--- config.mk ---
export PLATFORM = sky130hd
export DESIGN_NAME = alu_issue_stage
export DESIGN_NICKNAME = d
export VERILOG_FILES = /design/src/rtl/alu_issue_stage.sv
export SDC_FILE = /design/constraint.sdc
export NUM_CORES = 1
export LEC_CHECK = 0
export CAP_MARGIN = 40
export CORE_MARGIN = 5
export CORE_UTILIZATION = 30
export CTS_CLUSTER_DIAMETER = 30
export DETAILED_ROUTE_END_ITERATION = 6
export PLACE_DENSITY = 0.71
export SLEW_MARGIN = 5
export SYNTH_ARGS = -nofsm -noshare
export SYNTH_HDL_FRONTEND = slang
export SYNTH_SLANG_ARGS = --single-unit
export TNS_END_PERCENT = 100
--- constraint.sdc ---
create_clock -name clk -period 4.8 [get_ports clk]
set_input_delay 0.96 -clock clk [delete_from_list [all_inputs] [get_ports clk]]
set_output_delay 0.96 -clock clk [all_outputs]
set_load 0.005 [all_outputs]
--- src/rtl/alu_issue_stage.sv ---
// ID/EX issue stage: decodes MIPS opcode/funct into ALU control, selects operands, registers them for the ALU.
// Optional macro ISSUE_SKID_EN adds a skid entry so in_ready is a pure flop; default is a single output register.
module alu_issue_stage #(
    parameter int WORD_SIZE           = 32,
    parameter int CONTROL_SIGNAL_SIZE = 4
) (
    input  logic                           clk,
    input  logic                           rst_n,
    input  logic                           in_valid,
    output logic                           in_ready,
    input  logic [31:0]                    in_instr,
    input  logic [WORD_SIZE-1:0]           in_rs_data,
    input  logic [WORD_SIZE-1:0]           in_rt_data,
    input  logic                           flush,
    output logic                           out_valid,
    input  logic                           out_ready,
    output logic [WORD_SIZE-1:0]           out_input_a,
    output logic [WORD_SIZE-1:0]           out_input_b,
    output logic [CONTROL_SIGNAL_SIZE-1:0] out_control,
    output logic [4:0]                     out_dest,
    output logic                           out_wb_en,
    output logic                           out_err_illegal
);

    typedef struct packed {
        logic [WORD_SIZE-1:0]           a;
        logic [WORD_SIZE-1:0]           b;
        logic [CONTROL_SIGNAL_SIZE-1:0] control;
        logic [4:0]                     dest;
        logic                           wb_en;
        logic                           illegal;
    } entry_t;

    entry_t               dec;
    logic [5:0]           opcode;
    logic [5:0]           funct;
    logic [WORD_SIZE-1:0] imm_sext;
    logic [WORD_SIZE-1:0] imm_zext;

    assign opcode   = in_instr[31:26];
    assign funct    = in_instr[5:0];
    assign imm_sext = {{(WORD_SIZE-16){in_instr[15]}}, in_instr[15:0]};
    assign imm_zext = {{(WORD_SIZE-16){1'b0}}, in_instr[15:0]};

    always_comb begin
        dec         = '0;
        dec.a       = in_rs_data;
        dec.b       = in_rt_data;
        dec.dest    = in_instr[20:16];
        if (in_instr == 32'h0) begin
            dec.control = '0;
        end else if (opcode == 6'h00) begin
            dec.dest  = in_instr[15:11];
            dec.wb_en = 1'b1;
            case (funct)
                6'h20:        dec.control = CONTROL_SIGNAL_SIZE'(4'h2);
                6'h21:        dec.control = CONTROL_SIGNAL_SIZE'(4'h3);
                6'h22, 6'h23: dec.control = CONTROL_SIGNAL_SIZE'(4'h6);
                6'h24:        dec.control = CONTROL_SIGNAL_SIZE'(4'h0);
                6'h25:        dec.control = CONTROL_SIGNAL_SIZE'(4'h1);
                6'h27:        dec.control = CONTROL_SIGNAL_SIZE'(4'hC);
                6'h2A:        dec.control = CONTROL_SIGNAL_SIZE'(4'h7);
                default:      dec.illegal = 1'b1;
            endcase
        end else begin
            dec.wb_en = 1'b1;
            case (opcode)
                6'h08: begin dec.control = CONTROL_SIGNAL_SIZE'(4'h2); dec.b = imm_sext; end
                6'h09: begin dec.control = CONTROL_SIGNAL_SIZE'(4'h3); dec.b = imm_sext; end
                6'h0A: begin dec.control = CONTROL_SIGNAL_SIZE'(4'h7); dec.b = imm_sext; end
                6'h23: begin dec.control = CONTROL_SIGNAL_SIZE'(4'h3); dec.b = imm_sext; end
                6'h0C: begin dec.control = CONTROL_SIGNAL_SIZE'(4'h0); dec.b = imm_zext; end
                6'h0D: begin dec.control = CONTROL_SIGNAL_SIZE'(4'h1); dec.b = imm_zext; end
                6'h2B: begin dec.control = CONTROL_SIGNAL_SIZE'(4'h3); dec.b = imm_sext; dec.wb_en = 1'b0; end
                6'h04: begin dec.control = CONTROL_SIGNAL_SIZE'(4'h6); dec.wb_en = 1'b0; end
                default: dec.illegal = 1'b1;
            endcase
        end
        // Illegal words still travel downstream so EX/MEM can raise the exception.
        if (dec.illegal) begin
            dec.control = '1;
            dec.wb_en   = 1'b0;
        end
        if (!dec.wb_en) dec.dest = '0;
    end

    entry_t main_q, main_d;
    logic   main_valid_q, main_valid_d;

`ifdef ISSUE_SKID_EN
    entry_t skid_q, skid_d;
    logic   skid_valid_q, skid_valid_d;
    logic   in_ready_q, in_ready_d;
    logic   accept;

    assign in_ready = in_ready_q;
    assign accept   = in_valid && in_ready_q;

    always_comb begin
        main_d       = main_q;
        main_valid_d = main_valid_q;
        skid_d       = skid_q;
        skid_valid_d = skid_valid_q;
        if (flush) begin
            main_valid_d = 1'b0;
            skid_valid_d = 1'b0;
        end else if (!main_valid_q || out_ready) begin
            if (skid_valid_q) begin
                main_d       = skid_q;
                main_valid_d = 1'b1;
                skid_valid_d = 1'b0;
            end else if (accept) begin
                main_d       = dec;
                main_valid_d = 1'b1;
            end else begin
                main_valid_d = 1'b0;
            end
        end else if (accept) begin
            skid_d       = dec;
            skid_valid_d = 1'b1;
        end
        in_ready_d = !skid_valid_d;
    end

    always_ff @(posedge clk or negedge rst_n) begin
        if (!rst_n) begin
            skid_q       <= '0;
            skid_valid_q <= 1'b0;
            in_ready_q   <= 1'b1;
        end else begin
            skid_q       <= skid_d;
            skid_valid_q <= skid_valid_d;
            in_ready_q   <= in_ready_d;
        end
    end
`else
    assign in_ready = !main_valid_q || out_ready;

    always_comb begin
        main_d       = main_q;
        main_valid_d = main_valid_q;
        if (flush) begin
            main_valid_d = 1'b0;
        end else if (in_valid && in_ready) begin
            main_d       = dec;
            main_valid_d = 1'b1;
        end else if (out_ready) begin
            main_valid_d = 1'b0;
        end
    end
`endif

    always_ff @(posedge clk or negedge rst_n) begin
        if (!rst_n) begin
            main_q       <= '0;
            main_valid_q <= 1'b0;
        end else begin
            main_q       <= main_d;
            main_valid_q <= main_valid_d;
        end
    end

    assign out_valid       = main_valid_q;
    assign out_input_a     = main_q.a;
    assign out_input_b     = main_q.b;
    assign out_control     = main_q.control;
    assign out_dest        = main_q.dest;
    assign out_wb_en       = main_q.wb_en;
    assign out_err_illegal = main_q.illegal;

endmodule
==> metrics, run 1 <==
fmax=0.319 GHz; Final Hold Viols=0; flop2flop setup slack=2.72 ns; CP Max Fanout=3; # diodes=0; Final Instance Area=0.00573 mm^2; CTS root buffer=clkbuf_16; initial DRC count=205; Vias=3,359; total CTS buffers=9; grt met2 use=26.5%; layout cells sized above 1=4.95%; flops & latches, synth=76; Port Buf Inserts=177; top cells by count, synth=nand2_1 (146), dfrtp_1 (76), nor2_1 (24); EDFF count, synth=0; initial core utilization=30.4%; routed length per instance=16.2 um; maximum VDD drop=0.206 mV; post-route worst setup slack=1.67 ns; Tot GR Track Use=16.6%; total die area=0.0138 mm^2; Syn Std Cell Area=0.00346 mm^2; global-route wire length before repair=18,800 um; Power per Cell Area=346 mW/mm^2; library cells used by synthesis=36; Site Rows=39; most instantiated library cell after synthesis=nand2_1; placed cell areas=0.00541 mm^2; Final ANT Viol Nets=0; period utilization=65.2%; post-route minimum period=3.13 ns; Final Skew=0.00845 ns; Mapped Nets=488; outcome=finished clean; Final #Nets=662; Longest Clk Path Bufs=2; Crit path arrival time=2.17 ns; CP Cell Sequence=clkdlybuf4s50_1, nor2b_1, inv_1, clkdlybuf4s50_1; GP Congestion=0.881; met1 Use GR=21.3%; H-tree depth=3; initial antenna violation count=0; CP required=3.84 ns; Slowest-stage cell, CP=clkdlybuf4s50_1; GRT busiest layer=met2; Avg Inst Size Synth=8.93 um^2; Max Slew Vio Count=0; DR vias/cell=4.74; M3 GR Usage=6.40%; Core ar.=0.0114 mm^2; total global routing overflow=0; max incr delay on CP=0.46 ns; LEAKAGE=2.64 nW; slew margin rel.=43.2%; CTS Hold Bufs=0; Hold Crit Class=flop to flop; Worst Max-Slew Pin Slew=0.849 ns; asr flop ratio synth=100%; Setup-failing EPs final=0; first-pass iteration count of the detailed router=4; Die Ht=117 um; dominant cells by area after synthesis=dfrtp_1 (55%), nand2_1 (16%), mux2i_1 (6.4%); Top FF cell, synth=dfrtp_1; register area share after synthesis=55.0%; setup TNS=0 ns; Post-CTS Setup Inserts=0; # resized after CTS=0; Hold Worst Slack=0.471 ns; most used cell, CP=clkdlybuf4s50_1; worst setup path category=input pin to output pin; crit path launch type=input pin; cell accounting for the most synthesized area=dfrtp_1; I/O pin cnt=178; Area Overhead vs Synth=65.7%; synth warn=0; DIE WIDTH=117 um; Max Cap Viol=0; pin count of the biggest net entering global routing=51; Routed Wire Length=11,500 um; top cell type's share of synthesized area=55.0%; placed cells=693; CTS tree=done; clk sinks=76; RSZ-0062 raised after global routing=no; Clk Latency, worst-skew pair=0.32 ns; DRC=0; Non-Filler Instances=709; Worst setup EP type=output pin; Synth Instances=387; vias in the first global route=3,514; HPWL Detailed=8910 um; Setup WS pre-CTS=1.63 ns; Worst-path clk slew=0.06 ns
## flip-flops by register name, summed over array words and instances (netlist names)
register,flops
out_dest,5
out_err_illegal,1
out_input_b,32
out_control,4
out_input_a,32
out_valid,1
out_wb_en,1
## cell families after synthesis
logic type                after synthesis  synth area share, %
and+or+nand+nor                       199                 24.2
DFF                                    76                 55.0
muxes                                  22                 6.37
xor gates and xnor gates                1                0.253
AOI/OAI and AO/OA                      65                 11.3
buffers and inverters                  24                 2.86
## final timing paths
path                       cells past startpoint              end       startpoint
max in group asynchronous                      2  out_input_b[16]            rst_n
max                                            4         in_ready        out_ready
min                                            2  out_input_a[11]  out_input_a[11]
min reg2reg                                    2  out_input_a[11]  out_input_a[11]
min in group asynchronous                      1   out_input_a[0]            rst_n
max reg2reg                                    6   out_input_b[7]        out_valid
## area by class of cell
class / instances / area (um^2)
Clock buffer: 11 / 233
Clock inverter: 5 / 85.1
Fill cell: 1067 / 5640
Inverter: 3 / 11.3
Multi-Input combinational cell: 287 / 1470
Sequential cell: 76 / 1900
Tap cell: 143 / 179
Timing Repair Buffer: 184 / 1850
## layout by cell type, fill, tap and decap left out, types with 3 or more instances in the layout
cell type	synthesis	layout
dfrtp_1	76	76
o21ai_1	8	8
a21oi_1	19	19
inv_1	3	3
and2_1	3	3
nor2b_1	4	4
nor2_1	24	24
mux2i_1	22	22
nor4_1	6	6
a221oi_1	3	3
clkbuf_16	0	9
clkdlybuf4s50_1	0	176
nand3_1	3	3
a21boi_1	3	3
nand2_1	146	146
o21ai_0	22	22
buf_4	0	6
## per-stage QoR
stage / power (mW) / utilization [%]
after detailed placement: 1.28 / 47.6
after global routing: 2.09 / 50.4
after floorplan: 0.928 / -
after global placement: 1.26 / 47.2
final: 1.98 / 50.4
after CTS: 2.01 / 50.4
## layer usage
layer | up-vias | wire length [um]
met2 | 144 | 5310
met4 | 0 | 155
met1 | 1572 | 5080
li1 | 1629 | -
met5 | - | 0
met3 | 14 | 967
## critical path, delay by kind of cell
kind / cells / cell delay (ns)
buf+inv: 3 / 0.96
simple gates: 1 / 0.25
## report_power, final
part	internal [mW]	switching [mW]	leakage, nW	total [mW]
Sequential	0.734	0.0516	0.924	0.786
Combinational	0.289	0.183	1.57	0.472
Clock	0.458	0.262	0.150	0.721
(Power assumes the default switching activity.)
==> run 2: changes to the inputs <==
==> constraint.sdc (replaced) <==
create_clock -name clk -period 3 [get_ports clk]
set_input_delay 0.6 -clock clk [delete_from_list [all_inputs] [get_ports clk]]
set_output_delay 0.6 -clock clk [all_outputs]
set_load 0.005 [all_outputs]
==> run 2 against run 1 <==
Effect of this change: non-clock buffer count stayed put; cell area decreased by 0.20%; clock power grew 50%; clock skew decreased by 0.0033 ns; wire length grew 0.76%; combinational power grew 60%; sequential cell count unchanged; critical path depth stayed put; largest cell class unchanged; highest routed layer unchanged.
==> metrics, run 2 (synthesis gave the netlist of run 1 again) <==
CTS Hold Bufs=0 (unchanged); placed cells=693 (unchanged); most frequent cells in the layout=clkdlybuf4s50_1 (176), nand2_1 (146), dfrtp_1 (76); Vias=3,363 (+0.12%); total CTS buffers=9 (unchanged); DIE WIDTH=117 um (unchanged); commonest non-fill, non-tap cell in the layout=clkdlybuf4s50_1; global-route wire length before repair=18,900 um (+0.29%); Final ANT Viol Nets=0 (unchanged); Final #Nets=662 (unchanged); total die area=0.0138 mm^2 (unchanged); Final Instance Area=0.00572 mm^2 (-0.20%); DRC=0 (unchanged); Power per Cell Area=541 mW/mm^2 (+57%); routed length per instance=16.4 um (+0.76%); Area Overhead vs Synth=65.3%; placed cell areas=0.00541 mm^2 (about the same); Tot Pwr=3.09 mW (+56%); DR vias/cell=4.74 (+0.12%); Setup WS pre-CTS=0.277 ns (-1.35 ns); total global routing overflow=0 (unchanged); initial antenna violation count=0 (unchanged); # diodes=0 (unchanged); HPWL Detailed=8830 um (-0.89%); crit path launch type=input pin; post-route worst setup slack=0.581 ns (-1.09 ns); CP Cell Sequence=clkdlybuf4s50_1, nor2b_1, inv_1, clkdlybuf4s50_1; Clk Latency, worst-skew pair=0.33 ns (about the same); worst setup path category=input pin to output pin; Core ar.=0.0114 mm^2 (unchanged); H-tree depth=3 (unchanged); Site Rows=39 (unchanged); LEAKAGE=2.64 nW (+0.17%); Longest Clk Path Bufs=2 (unchanged); Die Ht=117 um (unchanged); CTS root buffer=clkbuf_16; CP Max Fanout=3 (unchanged); Max Slew Vio Count=0 (unchanged); Post-CTS Setup Inserts=0 (unchanged); Worst Max-Slew Pin Slew=0.840 ns (-0.00909 ns); Hold Crit Class=input pin to async pin; outcome=finished clean; CTS tree=done; initial DRC count=171 (-17%); Fillers=1,072 (+0.47%); flop2flop setup slack=1.20 ns (-1.52 ns); initial core utilization=30.4% (unchanged); GP Congestion=0.888 (+0.81%); vias in the first global route=3,544 (+0.85%); Worst setup EP type=output pin; maximum VDD drop=0.329 mV (+60%); CP required=2.40 ns (-1.44 ns); clk sinks=76 (unchanged); Non-Filler Instances=709 (unchanged); CP delay by family, top=buffers and inverters; Final Hold Viols=0 (unchanged); Routed Wire Length=11,600 um (+0.76%); fmax=0.413 GHz; layout cells sized above 1=5.30% (+0.35 points); Slowest-stage cell, CP=clkdlybuf4s50_1; Port Buf Inserts=177 (unchanged); Tot GR Track Use=16.7% (+0.12 points); slew margin rel.=43.8% (+0.61 points); period utilization=80.6%; Crit path arrival time=1.82 ns (-0.35 ns); Max Cap Viol=0 (unchanged); pin count of the biggest net entering global routing=79 (+55%); post-route minimum period=2.42 ns; setup TNS=0 ns (unchanged); I/O pin cnt=178 (unchanged); max incr delay on CP=0.49 ns (+0.03 ns); first-pass iteration count of the detailed router=5 (+1); # resized after CTS=0 (unchanged); most used cell, CP=clkdlybuf4s50_1; Bufs and invs on worst path=3 (unchanged); Worst-path clk slew=0.06 ns (about the same); RSZ-0062 raised after global routing=no; Setup-failing EPs final=0 (unchanged); Final Skew=0.00513 ns (-0.00333 ns)
-- run 2: cell types whose count changed in the layout (fill, tap and decap cells not counted), sizes merged --
cell,before,now
bufinv,2,1
clkbuf,11,10
clkinv,1,4
clkinvlp,1,0
-- run 2: report_power, final --
group / internal, mW / total, mW / switching [mW]
registers: 1.18 / 1.26 / 0.0825
logic: 0.463 / 0.757 / 0.294
clock network: 0.666 / 1.08 / 0.412
-- run 2: worst paths after layout --
kind	from	endpoint	cells past startpoint
min in group clk	out_input_a[29]	out_input_a[29]	2
worst min-delay path	rst_n	out_input_a[1]	1
worst min register to register	out_input_a[29]	out_input_a[29]	2
max in group asynchronous	rst_n	out_input_a[26]	2
worst max-delay path	out_ready	in_ready	4
worst max register to register	out_valid	out_input_b[26]	5
-- run 2: layout make-up --
cell class / count / area (um^2) / share of cell area (%)
clock buffers: 10 / 239 / 4.18
clock inverters: 6 / 62.6 / 1.09
inverters: 3 / 11.3 / 0.197
multi-input cells: 287 / 1470 / 25.7
flip-flops and latches: 76 / 1900 / 33.3
well taps: 143 / 179 / 3.13
repair buffers: 184 / 1850 / 32.4
-- run 2: stage by stage --
stage          hold slack [ns]  utilization [%]
4_1_cts                  0.226             50.3
2_1_floorplan            0.304                -
6_report                 0.225             50.3
3_3_place_gp             0.457             47.4
3_5_place_dp             0.461             47.6
5_1_grt                  0.255             50.3
-- run 2: routing by layer --
layer  vias to the layer above  wire length [um]  track usage, %
met5                         -                 0               0
li1                       1642                 -               -
met3                        20              1030            5.44
met2                       149              5420            26.3
met4                         0               214            6.31
met1                      1552              4940            21.3
-- run 2: worst reg2reg max path, stage by stage, from the launching register on --
cell	delay, ns
dfrtp_1	0.37
nor2b_1	0.16
inv_1	0.08
nand3b_1	0.16
a31oi_2	0.71
a21oi_1	0.16
==> run 3: changes to the inputs <==
--- a/config.mk
+++ b/config.mk
@@ -10,7 +10,7 @@
 export CORE_UTILIZATION = 30
 export CTS_CLUSTER_DIAMETER = 30
 export DETAILED_ROUTE_END_ITERATION = 6
-export PLACE_DENSITY = 0.71
+export PLACE_DENSITY = 0.74
 export SLEW_MARGIN = 5
 export SYNTH_ARGS = -nofsm -noshare
 export SYNTH_HDL_FRONTEND = slang
==> constraint.sdc (replaced) <==
create_clock -name clk -period 2.17 [get_ports clk]
set_input_delay 0.434 -clock clk [delete_from_list [all_inputs] [get_ports clk]]
set_output_delay 0.434 -clock clk [all_outputs]
set_load 0.005 [all_outputs]
==> run 3 against run 2 <==
Effect of this change: critical path depth rose by 2; first-iteration DRC count down 1.2%; critical path type is now input pin to flop; sequential cell count unchanged; non-clock buffer count rose by 24; largest power group unchanged; via count up 3.8%.
==> metrics, run 3 (synthesis gave the netlist of run 1 again) <==
outcome=finished clean; FF/Latch Area=0.00190 mm^2 (unchanged); total CTS buffers=9 (unchanged); r2r worst-path depth=7 (+2); Setup-failing EPs final=0 (unchanged); routed length per instance=16.0 um (-2.0%); CTS tree=done; CTS Hold Bufs=0 (unchanged); maximum VDD drop=0.368 mV (+12%); Final Hold Viols=0 (unchanged); total global routing overflow=0 (unchanged); initial core utilization=30.4% (unchanged); Power per Cell Area=733 mW/mm^2 (+36%); CP required=2.38 ns (-0.02 ns); Worst setup EP type=flop; Area Overhead vs Synth=71.8%; pin count of the biggest net entering global routing=50 (-37%); # diodes=0 (unchanged); Slowest-stage cell, CP=clkdlybuf4s50_1; multi-input logic area=0.00147 mm^2 (unchanged); origin of the critical flop-to-flop path=out_valid; vias in the first global route=3,772 (+6.4%); Final #Nets=686 (+3.6%); I/O pin cnt=178 (unchanged); GP Congestion=0.911 (+2.5%); Clk Latency, worst-skew pair=0.32 ns (about the same); CP Cell Sequence=clkdlybuf4s50_1, and3b_1, a2111o_1, a221oi_4, a21boi_1, o21ai_1; max incr delay on CP=0.52 ns (+0.03 ns); CP delay by family, top=compound AO/OA/AOI/OAI gates; global-route wire length before repair=19,000 um (+0.55%); worst setup path category=input pin to flop; DR vias/cell=4.77 (+0.54%); period utilization=93.5%; Longest Clk Path Bufs=2 (unchanged); Hold Worst Slack=0.0769 ns (-0.148 ns); CP Max Fanout=5 (+2); Worst-path clk slew=0.06 ns (about the same); Final Skew=0.00297 ns (-0.00215 ns); Hold Crit Class=input pin to async pin; initial antenna violation count=0 (unchanged); Max Slew Vio Count=0 (unchanged); clk sinks=76 (unchanged); Fillers=1,048 (-2.2%); Max Cap Viol=0 (unchanged); slew margin rel.=61.0% (+17 points); # resized after CTS=0 (unchanged); Vias=3,491 (+3.8%); crit path launch type=input pin; Post-CTS Setup Inserts=0 (unchanged); commonest non-fill, non-tap cell in the layout=clkdlybuf4s50_1; most frequent cells in the layout=clkdlybuf4s50_1 (176), nand2_1 (146), dfrtp_1 (76); RSZ-0062 raised after global routing=no; layout cells sized above 1=8.66% (+3.4 points); total die area=0.0138 mm^2 (unchanged); Crit path arrival time=2.24 ns (+0.42 ns); worst r2r dst=out_dest[3]; H-tree depth=3 (unchanged); Die Ht=117 um (unchanged); initial DRC count=169 (-1.2%); first-pass iteration count of the detailed router=4 (-1); DRC=0 (unchanged); post-route minimum period=2.03 ns; LEAKAGE=2.77 nW (+4.8%); Routed Wire Length=11,700 um (+1.1%); Tot GR Track Use=16.7% (about the same); Port Buf Inserts=177 (unchanged); flop2flop setup slack=0.65 ns (-0.55 ns); Site Rows=39 (unchanged); final core occ=52.3% (+2.0 points); Bufs and invs on worst path=1 (-2); Tot Pwr=4.36 mW (+41%); CTS root buffer=clkbuf_16; Final ANT Viol Nets=0 (unchanged); DIE WIDTH=117 um (unchanged); HPWL Detailed=8950 um (+1.4%); Core ar.=0.0114 mm^2 (unchanged); fmax=0.493 GHz; Worst Max-Slew Pin Slew=0.580 ns (-0.261 ns)
## run 3: cell count changes in the layout (fill, tap and decap cells not counted), sizes merged
cell,previous run,this run
inv,4,3
clkinv,4,0
clkbuf,10,14
buf,8,32
## run 3: metrics by stage
stage	TNS, ns	setup WS [ns]	cell area (um^2)	std cells
after floorplan	0	0.383	3460	387
after global placement	-1.07	-0.142	5640	717
after detailed placement	-1.56	-0.185	5640	717
after CTS	0	0.150	5940	732
after global routing	0	0.0504	5940	732
final	0	0.141	5940	732
## run 3: cell type report
| type | count | share of cell area [%] |
|---|---|---|
| clock inverter | 1 | 0.505 |
| tap | 143 | 3.01 |
| clock buffer | 14 | 4.61 |
| timing repair buffer | 208 | 35.0 |
| multi-input combinational | 287 | 24.7 |
| inverter | 3 | 0.190 |
| sequential | 76 | 32.0 |
## run 3: how the worst max path moves through the flow
stage	startpoint	end	slack, ns	cells after the start
after floorplan	in_instr[27]	out_control[0]	0.38	6
after global placement	in_instr[0]	out_control[2]	-0.14	6
after detailed placement	in_instr[0]	out_control[0]	-0.18	6
after CTS	out_ready	in_ready	0.15	4
after global routing	in_instr[0]	out_control[2]	0.05	6
final	in_instr[0]	out_control[2]	0.14	6
## run 3: worst reg2reg max path: stages, from the launching register on
cell	delay (ns)
dfrtp_1	0.37
nor2b_1	0.16
inv_1	0.07
nand3b_1	0.08
buf_4	0.18
a221oi_1	0.26
nand2_2	0.15
o21ai_1	0.17
## run 3: where the power goes
part	switching [mW]	internal (mW)
registers	0.112	1.62
clock network	0.549	0.980
logic	0.416	0.675
total	1.08	3.28
## run 3: per-layer routing
metal / GRT usage, % / vias up / share of wire [%]
li1: - / 1686 / -
met1: 20.2 / 1633 / 42
met2: 27.3 / 151 / 47
met3: 6.06 / 21 / 9.4
met4: 6.02 / 0 / 2.1
met5: 0 / - / 0
